===== src/rtl/spi_rom_reader.sv =====
// SPI NOR flash burst reader: sends READ (0x03) or FAST_READ (0x0B) plus address,
// then clocks in len+1 bytes in SPI mode 0, presenting each as a one-cycle data_valid pulse.
module spi_rom_reader #(
  parameter int ADDR_W    = 24,
  parameter int LEN_W     = 8,
  parameter int CLK_DIV   = 1,
  parameter int FAST_READ = 0,
  parameter int CS_IDLE   = 2
) (
  input  logic              clk,
  input  logic              rst_n,
  input  logic              start,
  input  logic              abort,
  input  logic [ADDR_W-1:0] addr,
  input  logic [LEN_W-1:0]  len,
  output logic              busy,
  output logic [7:0]        data,
  output logic              data_valid,
  output logic              done,
  output logic              spi_cs_n,
  output logic              spi_sclk,
  output logic              spi_mosi,
  input  logic              spi_miso
);

  localparam int OUT_W = 8 + ADDR_W;
  localparam int DIV_W = (CLK_DIV > 1) ? $clog2(CLK_DIV) : 1;
  localparam int BIT_W = 6;
  localparam int GAP_W = (CS_IDLE > 1) ? $clog2(CS_IDLE) : 1;
  localparam logic [7:0] CMD = (FAST_READ != 0) ? 8'h0B : 8'h03;

  typedef enum logic [2:0] {S_IDLE, S_CMD, S_ADDR, S_DUMMY, S_DATA, S_GAP} state_t;

  state_t             state_q, state_d;
  logic [DIV_W-1:0]   div_q, div_d;
  logic               sclk_q, sclk_d;
  logic               cs_n_q, cs_n_d;
  logic [OUT_W-1:0]   sh_q, sh_d;
  logic [BIT_W-1:0]   bit_q, bit_d;
  logic [6:0]         rx_q, rx_d;
  logic [LEN_W-1:0]   bytes_q, bytes_d;
  logic [LEN_W-1:0]   len_q, len_d;
  logic               last_q, last_d;
  logic [7:0]         data_q, data_d;
  logic               dv_q, dv_d;
  logic               done_q, done_d;
  logic               busy_q, busy_d;
  logic [GAP_W-1:0]   gap_q, gap_d;

  logic               active, tick, rise, fall, phase_end, finish, gap_end, accept;
  logic [BIT_W-1:0]   bit_last;

  always_comb begin
    active    = (state_q == S_CMD) || (state_q == S_ADDR) ||
                (state_q == S_DUMMY) || (state_q == S_DATA);
    accept    = (state_q == S_IDLE) && start && !abort;
    tick      = active && (div_q == DIV_W'(CLK_DIV - 1));
    rise      = tick && !sclk_q;
    fall      = tick && sclk_q;
    bit_last  = (state_q == S_ADDR) ? BIT_W'(ADDR_W - 1) : BIT_W'(7);
    phase_end = rise && (bit_q == bit_last);
    // The last byte is already latched; the burst ends on the next falling SCLK edge.
    finish    = (state_q == S_DATA) && last_q && fall;
    gap_end   = (state_q == S_GAP) && (int'(gap_q) + 1 >= CS_IDLE);
  end

  always_ff @(posedge clk or negedge rst_n) begin
    if (!rst_n) begin
      state_q <= S_IDLE;
      div_q   <= '0;
      sclk_q  <= 1'b0;
      cs_n_q  <= 1'b1;
      sh_q    <= '0;
      bit_q   <= '0;
      rx_q    <= '0;
      bytes_q <= '0;
      len_q   <= '0;
      last_q  <= 1'b0;
      data_q  <= '0;
      dv_q    <= 1'b0;
      done_q  <= 1'b0;
      busy_q  <= 1'b0;
      gap_q   <= '0;
    end else begin
      state_q <= state_d;
      div_q   <= div_d;
      sclk_q  <= sclk_d;
      cs_n_q  <= cs_n_d;
      sh_q    <= sh_d;
      bit_q   <= bit_d;
      rx_q    <= rx_d;
      bytes_q <= bytes_d;
      len_q   <= len_d;
      last_q  <= last_d;
      data_q  <= data_d;
      dv_q    <= dv_d;
      done_q  <= done_d;
      busy_q  <= busy_d;
      gap_q   <= gap_d;
    end
  end

  always_comb begin
    state_d = state_q;
    case (state_q)
      S_IDLE:  if (accept) state_d = S_CMD;
      S_CMD:   if (phase_end) state_d = S_ADDR;
      S_ADDR:  if (phase_end) state_d = (FAST_READ != 0) ? S_DUMMY : S_DATA;
      S_DUMMY: if (phase_end) state_d = S_DATA;
      S_DATA:  if (finish) state_d = S_GAP;
      S_GAP:   if (gap_end) state_d = S_IDLE;
      default: state_d = S_IDLE;
    endcase
    if (abort && active) state_d = S_GAP;
  end

  always_comb begin
    div_d   = div_q;
    sclk_d  = sclk_q;
    cs_n_d  = cs_n_q;
    sh_d    = sh_q;
    bit_d   = bit_q;
    rx_d    = rx_q;
    bytes_d = bytes_q;
    len_d   = len_q;
    last_d  = last_q;
    data_d  = data_q;
    dv_d    = 1'b0;
    done_d  = 1'b0;
    busy_d  = busy_q;
    gap_d   = gap_q;
    case (state_q)
      S_IDLE: begin
        if (accept) begin
          cs_n_d  = 1'b0;
          busy_d  = 1'b1;
          sclk_d  = 1'b0;
          div_d   = '0;
          bit_d   = '0;
          bytes_d = '0;
          last_d  = 1'b0;
          len_d   = len;
          sh_d    = {CMD, addr};
        end
      end
      S_GAP: begin
        gap_d = gap_q + GAP_W'(1);
        if (gap_end) begin
          busy_d = 1'b0;
          gap_d  = '0;
        end
      end
      default: begin
        if (tick) begin
          div_d  = '0;
          sclk_d = !sclk_q;
        end else begin
          div_d = div_q + DIV_W'(1);
        end
        // Zeros shift in behind the address, so MOSI idles low through dummy and data.
        if (fall) sh_d = sh_q << 1;
        if (rise) begin
          bit_d = phase_end ? '0 : bit_q + BIT_W'(1);
          if (state_q == S_DATA) begin
            rx_d = {rx_q[5:0], spi_miso};
            if (phase_end) begin
              data_d  = {rx_q, spi_miso};
              dv_d    = 1'b1;
              last_d  = (bytes_q == len_q);
              bytes_d = bytes_q + LEN_W'(1);
            end
          end
        end
        if (finish) begin
          sclk_d = 1'b0;
          cs_n_d = 1'b1;
          done_d = 1'b1;
          gap_d  = '0;
        end
        if (abort) begin
          sclk_d = 1'b0;
          cs_n_d = 1'b1;
          sh_d   = '0;
          dv_d   = 1'b0;
          done_d = 1'b0;
          data_d = data_q;
          last_d = 1'b0;
          gap_d  = '0;
        end
      end
    endcase
  end

  assign busy       = busy_q;
  assign data       = data_q;
  assign data_valid = dv_q;
  assign done       = done_q;
  assign spi_cs_n   = cs_n_q;
  assign spi_sclk   = sclk_q;
  assign spi_mosi   = sh_q[OUT_W-1];

endmodule


===== config.mk =====
export PLATFORM = sky130hd
export DESIGN_NAME = spi_rom_reader
export DESIGN_NICKNAME = d
export VERILOG_FILES = /design/src/rtl/spi_rom_reader.sv
export SDC_FILE = /design/constraint.sdc
export NUM_CORES = 1
export LEC_CHECK = 0
export CORE_ASPECT_RATIO = 1.5
export CORE_UTILIZATION = 55
export DETAILED_ROUTE_END_ITERATION = 8
export GPL_ROUTABILITY_DRIVEN = 0
export PLACE_DENSITY = 0.89
export SLEW_MARGIN = 15
export SYNTH_ARGS = -nofsm -noshare
export SYNTH_HDL_FRONTEND = slang
export SYNTH_SLANG_ARGS = --single-unit
export TNS_END_PERCENT = 20

===== constraint.sdc =====
create_clock -name clk -period 2.02 [get_ports clk]
set_input_delay 0.505 -clock clk [delete_from_list [all_inputs] [get_ports clk]]
set_output_delay 0.505 -clock clk [all_outputs]
set_load 0.02 [all_outputs]

# After elaboration in Yosys (flattened, before gate mapping)
# Cells that the tools add are included.
# Widths: inputs -> output; s select.
totals:
  register_bits: 80
  input_bits: 37
  wordCells: 133
classes:
  addsub: 5
  magnitude_cmp: 1
  eq_ne: 14
  n_mux: 51
  bitwise_logic: 5
  reduce_logical: 42
op_table:
  columns: ["cell", "n"]
  rows:
  - ["$mux 32", 3]
  - ["$pmux 32 s2", 1]
  - ["$mux 8", 4]
  - ["$mux 1", 24]
  - ["$reduce_and 5->1", 4]
  - ["$mux 3", 6]
  - ["$mux 6", 3]
  - ["$reduce_and 3->1", 6]
  - ["$reduce_bool 3->1", 6]
  - ["$pmux 8 s2", 1]
  - ["$pmux 3 s5", 1]
  - ["$ne 3x2->1 const B", 4]
  - ["$pmux 1 s2", 6]
  - ["$pmux 6 s2", 1]
  - ["$logic_and 1x1->1", 10]
  - ["$add 8x1->8 const B", 1]
  - ["$eq 8x8->1", 1]
  - ["$reduce_bool 2->1", 4]
  - ["$add 6x1->6 const B", 1]
  - ["$eq 3x2->1 const B", 2]
  - ["$eq 3x3->1 const B", 2]
  - ["$eq 6x5->1", 1]
  - ["$reduce_and 2->1", 3]
  - ["$mux 5", 1]
  - ["12 further kinds", 22]

# Logic depth before layout (Yosys ltp)
# Gate-level depths: netlist of run 1.
depth:
  ltp_word: 12
  mapped_depth: 9

# Least setup slack after synthesis of run 1
# No wires, ideal clock.
synth_path:
  path_kind: "input -> register"
  from: "in abort"
  to: "reg bit_q[3]"
  setup_ns: 0.133
  arrival_ns: 1.745
  required_time_ns: 1.887
  path_slack_ns: 0.141
  stages: 6
  n_path_buf: 1
  cell_sequence: "clkbuf_1 or3b_2 nor2_1 nor2_1 o21ai_0 o41ai_1"
synth_between:
  elab_chain_len: 4
synth_rtl:
  columns: ["element", "line", "rtl"]
  rows:
  - ["start: declaration", "13", "input logic abort,"]
  - ["$logic_not 1->1", "56", "accept = (state_q == S_IDLE) && start && !abort;"]
  - ["$logic_and 1x1->1", "56", null]
  - ["$ne 2x2->1 (no source line)", null, null]
  - ["$reduce_and 3->1 (no source line)", null, null]
  - ["end signal: assignment", "90", "bit_q <= bit_d;"]
  - ["end: declaration", "39", "logic [BIT_W-1:0] bit_q, bit_d;"]
# Every way passes these cells.
# A chain may end at the register's enable or synchronous reset.

# Worst setup path in the final report of run 1
layout_path:
  from: "reg state_q[2]"
  to: "reg bit_q[3]"
layout_between:
  elab_chain_len: 10
layout_rtl:
  columns: ["element", "line", "rtl"]
  rows:
  - ["start: declaration", "34", "state_t state_q, state_d;"]
  - ["start signal: assignment", "85", "state_q <= state_d;"]
  - ["branches (longest 10 deep; another with $eq 6x5->1)", null, null]
# Several ways; the timed one is not identified. The select of a mux whose other input is x is not followed.

==> results of run 1 <==
worst max-delay path: stages (launching register included):
cell     delay (ns)
dfrtp_1        0.49
buf_4          0.21
o21a_1         0.12
nor4_2         0.30
buf_4          0.21
nand2_1        0.07
o41ai_1        0.38
sequential cells by signal, indices dropped and copies added (netlist names), 3 cells and up:
name / count
sh_q: 32
data: 8
bit_q: 6
len_q: 8
state_q: 3
rx_q: 7
bytes_q: 8
power breakdown:
part,internal (mW),switching [mW]
Sequential,2.24,0.513
Combinational,1.48,1.86
Clock,0.733,0.592
cells by family after synthesis:
family,count (synthesis),share of synthesized area
xor+xnor,14,0.0317
compound gates,95,0.136
buf+inv,39,0.0472
simple gates,154,0.207
mux,18,0.0517
fa+ha+maj,3,0.00937
flops,80,0.517
synthesized netlist by cell type (3+ instances only):
library cell	number
a21oi_1	57
xnor2_1	5
and3_1	22
nand2_1	38
dfrtp_1	79
nor3_1	8
clkbuf_1	14
nor2_1	40
buf_2	8
a31oi_1	3
nand4_1	5
mux2_2	14
buf_6	3
inv_1	13
nand3_1	15
o21ai_0	23
nor2b_1	4
xor2_1	9
how the worst max path moves through the flow:
stage,cells past startpoint,to,slack (ns),start
after global routing,6,bytes_q[6],0.006,bit_q[0]
after floorplan,6,bit_q[3],0.14,abort
after CTS,6,bytes_q[6],0.02,bit_q[0]
after detailed placement,7,sh_q[0],-0.25,abort
after global placement,7,sh_q[0],-0.18,abort
final,6,bit_q[3],0.09,state_q[2]
layout make-up:
class,instances,area share
Tap cell,78,0.0200
Multi-Input combinational cell,284,0.358
Inverter,13,0.0100
Clock inverter,6,0.0190
Clock buffer,10,0.0282
Sequential cell,80,0.412
Timing Repair Buffer,80,0.154
placed cells by master, fill, tap and decap left out, types with 8 or more instances in the layout:
cell type	n
mux2_2	14
nor3_1	8
nor2_1	40
and3_1	22
inv_1	13
clkbuf_8	10
nand2_1	38
nand3_1	15
buf_4	29
a21oi_1	57
o21ai_0	23
clkdlybuf4s50_1	46
xor2_1	9
dfrtp_1	77
metal layers:
metal | GRT usage | part of all wire
met2 | 0.457 | 0.53
met1 | 0.299 | 0.39
met4 | 0.141 | 0.031
met3 | 0.0588 | 0.049
met5 | 0 | 0
what timing repair did:
action,CTS,global route
hold endpoints to repair,0,0
pin swaps,0,1
setup endpoints to repair,4,18
resized for setup,5,7
hold buffers,0,0
==> flow_summary.toml, run 1 <==
[run_status]
status = "complete, but fails checks"
violated_checks = "DRC"

[timing]
setup_slack_ns = 0.0920
tightest_slew_ns = 0.535
setup-tns-final_ns = 0
final.min_clock_period_ns = 1.93
fin_hold_ws_ns = 0.0687
finalHoldViolCount = 0
timing.clock.skew_ns = 0.0135
finalCritPeriodShare = 0.954
fmaxAchievable_mhz = 519
rsz_0062_raised_after_global_routing = "no"
slew_violations = 0
setup_violations = 0
max_slew_margin_vs_limit = 0.641

[final_layout]
insertedDiodeCount = 0
layout.area.seq_um2 = 2010
layoutNonFillerInstCount = 551
multiInputGateArea_um2 = 1740
layout.nets = 507
drive_gt1_frac = 0.161
layout.cell_area.non_filler_um2 = 4870
fin_util = 0.711
fill_cells = 487
syn2layout_area_growth_pct = 25.9

[floorplan]
start_util = 0.565
die-width_um = 70.5
design.core.area_um2 = 6850
die_area_um2 = 7380
core.rowCount = 37
die_h_um = 105
design.portCount = 51

[power_and_ir_drop]
power_density_nw_per_um2 = 1520
p_leak_nw = 2.19
finalPower_mw = 7.41
vdd_ir_drop_max_mv = 0.928

[grt]
largest_net_degree_at_the_start_of_global_routing = 66
grt_antenna_before_repair = 0
grt.total_usage = 0.264
first_global_vias = 3304
globalRouteOverflowTotal = 0
grt_pass1_wl_mm = 15.0

[clock_tree]
total_clock_buffers_created_by_cts = 9
clock_tree.buffer_depth = 2
cts_max_level = 3
cts.sinks = 80
clk_pin_slew_ns = 0.09
clock_insertion_delay_worst_skew_ns = 0.36
buffer_count_from_post_cts_setup_fixing = 0
clk_root_buffer_cell = "clkbuf_8"
tritoncts = "built"

[route]
drtPass1Iterations = 7
drc = 8
detail-route-antenna-nets = 0
route.vias.total = 3230
detail_route.wirelength_mm = 8.81
drt-wirelength-per-cell_um = 16.0
detail_route.vias_per_cell = 5.86
drt_iter0_markers = 261

[logic_synthesis]
synth.lib_cells_used.distinct = 49
synth_top_area_cell = "dfrtp_1"
synth-edff-count = 0
synth_top_area_share = 0.511
synth.net_count = 442
synth-async-reset-ratio = 1.00
post_synth_inst_count = 403
dominantRegCellSynth = "dfrtp_1"
ys_seq_area_frac = 0.517
netlist_top_cells_area = "dfrtp_1, a21oi_1, mux2_2"
avgSynthCellArea_um2 = 9.61
ys_warn_count = 0
syn_area_um2 = 3870
ys_seq_elements = 80

[run]
timing.max_cap.violations = 0

[critical_path]
setup.reg_to_reg.worst_slack_ns = 0.09
r2r-start = "state_q[2]"
worst-endpoint-arrival_ns = 2.16
type_of_element_launching_the_critical_path = "register"
worst_ep_required_time_ns = 2.25
critical_path.reg2reg.endpoint = "bit_q[3]"
reg2reg_depth = 6
timing.setup.critical_path_class = "register to register"
critical_path.endpoint_type = "register"
cp_max_fo = 6

[placed_design]
dpl.cell_count = 535
dp.final_hpwl_mm = 6.02
numPortBuffers = 50
place_ws_ns = -0.246
placement.cell_area_um2 = 4600

[min_path]
hold_path_class = "input port to async pin"
(Power assumes the default switching activity.)
==> inputs of run 2 (changes only) <==
--- a/config.mk
+++ b/config.mk
@@ -6,10 +6,11 @@
 export NUM_CORES = 1
 export LEC_CHECK = 0
 export CORE_ASPECT_RATIO = 1.5
-export CORE_UTILIZATION = 55
+export CORE_UTILIZATION = 63
 export DETAILED_ROUTE_END_ITERATION = 8
+export DONT_BUFFER_PORTS = 1
 export GPL_ROUTABILITY_DRIVEN = 0
-export PLACE_DENSITY = 0.89
+export PLACE_DENSITY = 0.88
 export SLEW_MARGIN = 15
 export SYNTH_ARGS = -nofsm -noshare
 export SYNTH_HDL_FRONTEND = slang
==> run 2 against run 1 <==
Compared with the run above:
- the run ends with hold timing left
- worst hold slack worse by 0.24 ns
- clock skew down 0.0075 ns
- count of clock-buffer cells in the layout down 1
- critical endpoint is now bytes_q[6]
- register-to-register slack better by 0.04 ns
- routed wire length down 6.1%
- first-iteration DRC count down 18%
- non-clock buffer count down 58
- total power down 2.4%
- cell count down 12%
- maximum frequency up 2.2%
- largest power group unchanged
- clock power up 3%
- largest cell class unchanged
==> flow_summary.toml, run 2 (same netlist as run 1, synthesis figures left out) <==
[run_status]
status = "complete, but fails checks"
violated_checks = "hold timing"

[timing]
fin_hold_ws_ns = -0.169
tightest_slew_ns = 0.580
finalCritPeriodShare = 0.934
finalHoldViolCount = 80
setup-tns-final_ns = 0
rsz_0062_raised_after_global_routing = "no"
fmaxAchievable_mhz = 530
timing.clock.skew_ns = 0.00601
setup_violations = 0
slew_violations = 0
final.min_clock_period_ns = 1.89
max_slew_margin_vs_limit = 0.612

[clock_tree]
cts.sinks = 80
clk_root_buffer_cell = "clkbuf_8"
cts_max_level = 3
tritoncts = "built"
clock_tree.buffer_depth = 2
clk_pin_slew_ns = 0.09
clock_insertion_delay_worst_skew_ns = 0.36
total_clock_buffers_created_by_cts = 9

[critical_path]
type_of_element_launching_the_critical_path = "register"
worst_ep_required_time_ns = 2.31
timing.setup.critical_path_class = "register to register"
worst-endpoint-arrival_ns = 2.17
cp_max_fo = 11
critical_path.endpoint_type = "register"

[placed_design]
dp.final_hpwl_mm = 5.43
dpl.cell_count = 470
numPortBuffers = 0

[final_layout]
number_of_flip_flops_in_the_largest_register = 32
drive_gt1_frac = 0.159
layoutNonFillerInstCount = 487
insertedDiodeCount = 0
registers.top_by_ff_count = "sh_q"
final_common_cell = "dfrtp_1"
layout.nets = 449
layout_common_cells = "dfrtp_1, a21oi_1, nor2_1, nand2_1, o21ai_0"
fin_util = 0.731
syn2layout_area_growth_pct = 10.8

[floorplan]
design.core.area_um2 = 5870
die-width_um = 66.0
core.rowCount = 34
design.portCount = 51
start_util = 0.659
die_area_um2 = 6470
die_h_um = 98.0

[grt]
largest_net_degree_at_the_start_of_global_routing = 81
grt_antenna_before_repair = 0
grt_pass1_wl_mm = 13.8
first_global_vias = 2982
grt.total_usage = 0.281
globalRouteOverflowTotal = 0

[route]
detail_route.wirelength_mm = 8.27
route.vias.total = 2988
drc = 0
detail_route.vias_per_cell = 6.14
drtPass1Iterations = 4
drt-wirelength-per-cell_um = 17.0
drt_iter0_markers = 213
detail-route-antenna-nets = 0

[power_and_ir_drop]
power_density_nw_per_um2 = 1690
p_leak_nw = 1.95
vdd_ir_drop_max_mv = 0.902

[run]
timing.max_cap.violations = 0

[min_path]
hold_path_class = "input port to async pin"
run 2: changes by cell type in the layout (fill, tap and decap cells not counted), sizes merged:
cell / before / now
clkinvlp: 2 / 1
dlymetal6s2s: 1 / 0
clkdlybuf4s50: 46 / 0
inv: 13 / 17
clkinv: 2 / 0
buf: 31 / 22
dlygate4sd2: 2 / 0
clkbuf: 10 / 9
run 2: layout make-up:
type	count	area, um2
clock buffers	9	124
flip-flops and latches	80	2010
fillers	424	1580
multi-input cells	284	1720
clock inverters	7	110
repair buffers	22	190
inverters	13	48.8
well taps	72	90.1
run 2: worst max-delay path, cell delays in order (launching register included):
cell and delay, ns:
dfrtp_2 0.50, buf_4 0.19, o21a_1 0.18, nor3_1 0.28
nand4_1 0.16, or3_1 0.34, a21oi_1 0.16
run 2: through the flow:
stage,cell area (um2),setup slack [ns],total power [mW]
6_report,4290,0.133,7.23
5_1_grt,4290,0.0333,7.76
4_1_cts,4260,0.0394,7.21
3_5_place_dp,4030,0.0891,5.80
3_3_place_gp,4030,0.174,5.63
2_1_floorplan,3870,0.141,4.96
run 2: power by group:
group	internal, mW	leakage [nW]	total (mW)	switching, mW
Combinational	1.35	0.821	3.11	1.76
Clock	0.725	0.116	1.36	0.639
Sequential	2.24	1.02	2.76	0.523
run 2: routing by layer:
layer,vias to the layer above,wire [um],global-route usage
li1,1416,-,-
met1,1438,3300,0.336
met2,118,4330,0.473
met3,16,466,0.0619
met4,0,172,0.133
met5,-,0,0
run 2: worst paths after layout:
| path | start | to | cells past startpoint | slack [ns] |
|---|---|---|---|---|
| max | state_q[1] | bytes_q[6] | 6 | 0.13 |
| max reg2reg | state_q[1] | bytes_q[6] | 6 | 0.13 |
| max in group asynchronous | rst_n | spi_cs_n | 0 | 2.00 |
| min reg2reg | gap_q | busy | 1 | 0.48 |
| min | rst_n | len_q[0] | 0 | -0.17 |
| min in group clk | abort | done | 1 | 0.22 |
run 2: what timing repair did:
item	CTS	global route
buffers inserted	0	1
setup endpoints to repair	0	22
hold endpoints to repair	80	80
resized for setup	0	6
==> inputs of run 3 (changes only) <==
--- a/config.mk
+++ b/config.mk
@@ -11,7 +11,7 @@
 export DONT_BUFFER_PORTS = 1
 export GPL_ROUTABILITY_DRIVEN = 0
 export PLACE_DENSITY = 0.88
-export SLEW_MARGIN = 15
+export SLEW_MARGIN = 30
 export SYNTH_ARGS = -nofsm -noshare
 export SYNTH_HDL_FRONTEND = slang
 export SYNTH_SLANG_ARGS = --single-unit
==> results of run 3 <==
The final DEF is identical to that of run 2; final timing and power are the same.
